`src/rtl/mem_responder.sv`:
```
// mem_responder: single-outstanding request/response memory with a fixed number of wait states.
//
// A request is accepted in IDLE when req_valid && req_ready. The FSM then spends WAIT_CYCLES
// cycles in WAIT and enters RESP, where the response is held until rsp_ready. Writes land in
// the array on the edge that enters RESP, so any later read observes them.
//
// Parameters:
//   WIDTH        data word width
//   ADDR         word address width (depth = 2**ADDR)
//   WAIT_CYCLES  wait states between accept and response, 0..15
//
// Ports:
//   clk          sole clock, rising edge
//   reset        synchronous active-high reset (FSM and outputs only, memory untouched)
//   req_valid    request present
//   req_ready    responder idle and able to accept
//   req_addr     word address
//   req_wr_en    1 = write, 0 = read
//   req_wdata    write data
//   rsp_valid    response available
//   rsp_ready    initiator takes the response
//   rsp_rdata    read data, or the data just written for a write
//   rsp_was_wr   response belongs to a write
//   rd_count     (MEM_RESPONDER_STATS_EN only) saturating count of accepted reads
//   wr_count     (MEM_RESPONDER_STATS_EN only) saturating count of accepted writes
//
// Optional feature macro: MEM_RESPONDER_STATS_EN adds the rd_count / wr_count outputs.

module mem_responder #(
  parameter int unsigned WIDTH       = 32,
  parameter int unsigned ADDR        = 5,
  parameter int unsigned WAIT_CYCLES = 2
) (
  input  logic             clk,
  input  logic             reset,
  input  logic             req_valid,
  output logic             req_ready,
  input  logic [ADDR-1:0]  req_addr,
  input  logic             req_wr_en,
  input  logic [WIDTH-1:0] req_wdata,
  output logic             rsp_valid,
  input  logic             rsp_ready,
  output logic [WIDTH-1:0] rsp_rdata,
`ifdef MEM_RESPONDER_STATS_EN
  output logic [15:0]      rd_count,
  output logic [15:0]      wr_count,
`endif
  output logic             rsp_was_wr
);

  localparam int unsigned Depth = 2 ** ADDR;
  localparam logic [3:0]  WaitLoad = 4'(WAIT_CYCLES - 1);

  typedef enum logic [1:0] {StIdle, StWait, StResp} state_e;

  state_e             state_q;
  logic [3:0]         cnt_q;
  logic [ADDR-1:0]    addr_q;
  logic               wr_q;
  logic [WIDTH-1:0]   wdata_q;
  logic               req_ready_q;
  logic               rsp_valid_q;
  logic [WIDTH-1:0]   rsp_rdata_q;
  logic               rsp_was_wr_q;

  logic [WIDTH-1:0]   mem_q [Depth];

  logic               accept;
  logic               commit;
  logic [ADDR-1:0]    commit_addr;
  logic               commit_wr;
  logic [WIDTH-1:0]   commit_wdata;
  logic [WIDTH-1:0]   commit_rdata;

  assign accept = req_valid && req_ready_q;

  // The transaction reaching RESP this edge: straight from the request ports when there are
  // no wait states, otherwise from the captured request.
  always_comb begin
    commit       = 1'b0;
    commit_addr  = addr_q;
    commit_wr    = wr_q;
    commit_wdata = wdata_q;
    if (state_q == StIdle) begin
      commit       = accept && (WAIT_CYCLES == 0);
      commit_addr  = req_addr;
      commit_wr    = req_wr_en;
      commit_wdata = req_wdata;
    end else if (state_q == StWait) begin
      commit = (cnt_q == 4'd0);
    end
  end

  // A write returns the data it wrote; a read sees the array before this edge's update,
  // which cannot target it anyway since only one transaction is in flight.
  assign commit_rdata = commit_wr ? commit_wdata : mem_q[commit_addr];

  // Memory has no reset; a reset that coincides with the commit edge aborts the write.
  always_ff @(posedge clk) begin
    if (!reset && commit && commit_wr) begin
      mem_q[commit_addr] <= commit_wdata;
    end
  end

  always_ff @(posedge clk) begin
    if (reset) begin
      state_q      <= StIdle;
      cnt_q        <= 4'd0;
      addr_q       <= '0;
      wr_q         <= 1'b0;
      wdata_q      <= '0;
      req_ready_q  <= 1'b1;
      rsp_valid_q  <= 1'b0;
      rsp_rdata_q  <= '0;
      rsp_was_wr_q <= 1'b0;
    end else begin
      unique case (state_q)
        StIdle: begin
          if (accept) begin
            addr_q      <= req_addr;
            wr_q        <= req_wr_en;
            wdata_q     <= req_wdata;
            req_ready_q <= 1'b0;
            if (WAIT_CYCLES == 0) begin
              state_q      <= StResp;
              rsp_valid_q  <= 1'b1;
              rsp_rdata_q  <= commit_rdata;
              rsp_was_wr_q <= commit_wr;
            end else begin
              state_q <= StWait;
              cnt_q   <= WaitLoad;
            end
          end
        end
        StWait: begin
          if (cnt_q == 4'd0) begin
            state_q      <= StResp;
            rsp_valid_q  <= 1'b1;
            rsp_rdata_q  <= commit_rdata;
            rsp_was_wr_q <= commit_wr;
          end else begin
            cnt_q <= cnt_q - 4'd1;
          end
        end
        StResp: begin
          // req_ready only rises after leaving RESP, so no accept on the handshake edge.
          if (rsp_ready) begin
            state_q     <= StIdle;
            rsp_valid_q <= 1'b0;
            req_ready_q <= 1'b1;
          end
        end
        default: begin
          state_q     <= StIdle;
          rsp_valid_q <= 1'b0;
          req_ready_q <= 1'b1;
        end
      endcase
    end
  end

  assign req_ready  = req_ready_q;
  assign rsp_valid  = rsp_valid_q;
  assign rsp_rdata  = rsp_rdata_q;
  assign rsp_was_wr = rsp_was_wr_q;

`ifdef MEM_RESPONDER_STATS_EN
  logic [15:0] rd_count_q;
  logic [15:0] wr_count_q;

  always_ff @(posedge clk) begin
    if (reset) begin
      rd_count_q <= 16'd0;
      wr_count_q <= 16'd0;
    end else if (accept) begin
      if (req_wr_en) begin
        if (wr_count_q != 16'hFFFF) wr_count_q <= wr_count_q + 16'd1;
      end else begin
        if (rd_count_q != 16'hFFFF) rd_count_q <= rd_count_q + 16'd1;
      end
    end
  end

  assign rd_count = rd_count_q;
  assign wr_count = wr_count_q;
`else
  // Statistics disabled: no counter state exists.
`endif

endmodule

```
`config.mk`:
```
export PLATFORM = sky130hd
export DESIGN_NAME = mem_responder
export DESIGN_NICKNAME = d
export VERILOG_FILES = /design/src/rtl/mem_responder.sv
export SDC_FILE = /design/constraint.sdc
export NUM_CORES = 1
export LEC_CHECK = 0
export ABC_AREA = 1
export CAP_MARGIN = 20
export CORE_UTILIZATION = 45
export DETAILED_ROUTE_END_ITERATION = 8
export GPL_TIMING_DRIVEN = 0
export PLACE_DENSITY = 0.63
export SLEW_MARGIN = 20
export SYNTH_ARGS = -nofsm -noshare
export SYNTH_HDL_FRONTEND = slang
export SYNTH_SLANG_ARGS = --single-unit
```
`constraint.sdc`:
```
create_clock -name clk -period 5.35 [get_ports clk]
set_input_delay 1.3375 -clock clk [delete_from_list [all_inputs] [get_ports clk]]
set_output_delay 1.3375 -clock clk [all_outputs]
set_load 0.05 [all_outputs]
```
==> metrics <==
Max Slew Vio Count 0; Worst Clk Skew about 0.023 ns; I/O Pins a little under 80; Avg Cell Area, Syn between 10 and 15 um2; fmax 214.9 MHz; clock-pin slew on the worst setup and hold paths 0.06 ns; CTS tree yes; clk root buf clkbuf_16; met3 WL 19.72 mm; DRT Wirelength 161.2 mm; Port Buf Inserts 76; largest net degree at the start of global routing 33; total congestion overflow 0; CTS H-tree lvls 3; cts bufs inserted 114; Detailed Place HPWL about 110 mm; MaxCap Viol Count 0; Mapped Area between 40,000 and 50,000 um2; Initial Util a little under half; post-synth cell types 32; DIE HEIGHT 325.4 um; setup TNS 0 ns; Hold WS 0.4595 ns; Yosys warnings 0; Via Count around 36k; Yosys reg bits 1,103; reg2reg setup slack 1.14 ns; 1st-pass router iterations 6; post-route ant nets 0; die width ~330 um; crit path kind in -> reg; row count between 100 and 150; Post-CTS Setup Repair Bufs 0; Hold Vio Cnt, Final 0; top sig layer met5; vias in the first global route 33.19k; GRT Util Overall a little under a third; M1 wire length just over 60 mm; top fanout value on the critical path 14; cts repair resizes 0; vias per cell ~5.6; Worst Setup Start Kind input port; final setup fails 0; required time worst endpoint 5.75 ns; sequential area share after synthesis 68.71%; nets 4,931; worst-case vdd ir drop approximately 0.4 mV; RSZ-0062 raised after global routing false; Async SR Flop Fraction 0%; wire length per cell roughly 25 um; routability cong. roughly 1; post-synth net total 4,671; Num Clock Sinks about 1.1k; Core Region roughly 100,000 um2; pwr/cell area around 420 nW/um2; # diodes 0; status finished, final reports clean; Post-Syn Instances 4,628; Worst Path Arrival approximately 5 ns; EDFF count, synth roughly 1.0k; Die ar. between 100,000 and 150,000 um2; Post-CTS Hold Fix Bufs 0; Period minus WS final ~4.7 ns; drc violations 0; type of the worst min-delay path reg -> reg; Tightest Pin Transition between 1 and 1.5 ns; met2 WL between 60 and 70 mm; Final Cycle Share between 80 and 90%; Skew-Pair Late Insertion Delay approximately 0.70 ns; global-route wire length before repair 229.1 mm; initial antenna violation count 6; Lkg Pwr between 0.02 and 0.025 uW; layout cell share with drive strength beyond 1 about a tenth; Iter 0 DRT Violations approximately 4.9k; synth-to-layout area growth 17.25%; relative slew slack around a quarter; CP endpoint kind flip-flop; main flop type after synthesis edfxtp_1; CTS max path bufs 3
==> cell type report <==
class	count	area [um2]
buffer	282	1323
fill	9000	48470
timing repair buffer	144	2425
inverter	85	321.6
tap	1380	1727
multi-input combinational	3158	13320
clock buffer	136	2978
clock inverter	75	748.2
sequential	1103	32330
==> power breakdown <==
group,leakage (uW),internal (uW),switching [uW]
Combinational,0.0104,1150,3920
Sequential,0.00985,9980,56.0
Clock,0.00182,4630,3400
Total,0.0221,15800,7380
==> Yosys cell counts, drive strengths merged, types with 9 or more instances <==
library cell / count / area share, %
nand2: 2286 / 18
nor2: 110 / 0.92
buf: 184 / 2.0
o21ai: 44 / 0.56
a21oi: 118 / 1.3
edfxtp: 1024 / 65
dfxtp: 79 / 3.4
inv: 85 / 0.68
clkbuf: 98 / 0.78
nand3: 549 / 5.9
nor3: 9 / 0.19
or2: 33 / 0.44
==> metrics by stage <==
step / instance area, um2 / utilization (%) / instances / total power [uW] / setup slack, ns
2_1_floorplan: 47060 / - / 4628 / 12850 / 1.215
3_3_place_gp: 49540 / 47.80 / 6084 / 14900 / -2.057
3_5_place_dp: 51420 / 49.61 / 6151 / 15090 / 0.1641
4_1_cts: 55150 / 53.21 / 6362 / 22950 / 0.8910
5_1_grt: 55170 / 53.23 / 6363 / 23750 / 0.7659
6_report: 55170 / 53.23 / 6363 / 23140 / 0.6962
==> critical path, cell delays in order <==
cell	delay, ns
clkdlybuf4s50_1	0.49
buf_1	0.29
nor4_4	0.76
nand3_1	0.87
nor2_4	0.83
buf_16	0.25
buf_16	0.19
==> logic make-up after synthesis <==
family          count (synthesis)  synth area share, %
simple gates                 2989                25.86
flops                        1103                68.71
buf+inv                       367                3.494
compound gates                168                1.915
fa+ha+maj                       1              0.02659
==> cell usage in the layout (no fill, tap or decap), types with 3 or more instances in the layout <==
cell             count
a21oi_1            118
buf_1               13
buf_12              26
buf_16              41
buf_2              154
buf_4               15
bufinv_16           14
clkbuf_1           118
clkbuf_16          116
clkdlybuf4s50_1     76
clkinv_1            30
clkinv_2            21
clkinvlp_4           5
dfxtp_1             79
edfxtp_1          1024
inv_1               43
inv_2               39
inv_6                3
nand2_1           2282
nand2_2              3
nand3_1            545
nand3_4              4
nor2_1              75
nor2_4              32
nor3_1               5
nor3_4               4
o21ai_0             38
o21ai_2              3
o21ai_4              3
or2_2               33
==> state kept, by name (all words and copies together), names as in the netlist <==
name / cells
req_ready: 1
rsp_was_wr: 1
mem_q: 1024
addr_q: 5
wdata_q: 32
state_q: 2
wr_q: 1
rsp_rdata: 32
rsp_valid: 1
cnt_q: 4
==> layer usage <==
layer | track usage, % | vias to the layer above
li1 | - | 16010
met1 | 40.84 | 17020
met2 | 45.07 | 2218
met3 | 6.750 | 401
met4 | 16.72 | 2
met5 | 0 | -
==> worst paths after layout <==
path         depth (start not counted)      endpoint  startpoint
max reg2reg                          8  mem_q[27][7]  state_q[1]
min                                  2    wdata_q[4]  wdata_q[4]
min reg2reg                          2    wdata_q[4]  wdata_q[4]
max                                  7  mem_q[25][9]       reset
Power figures use the tool's default switching activity.
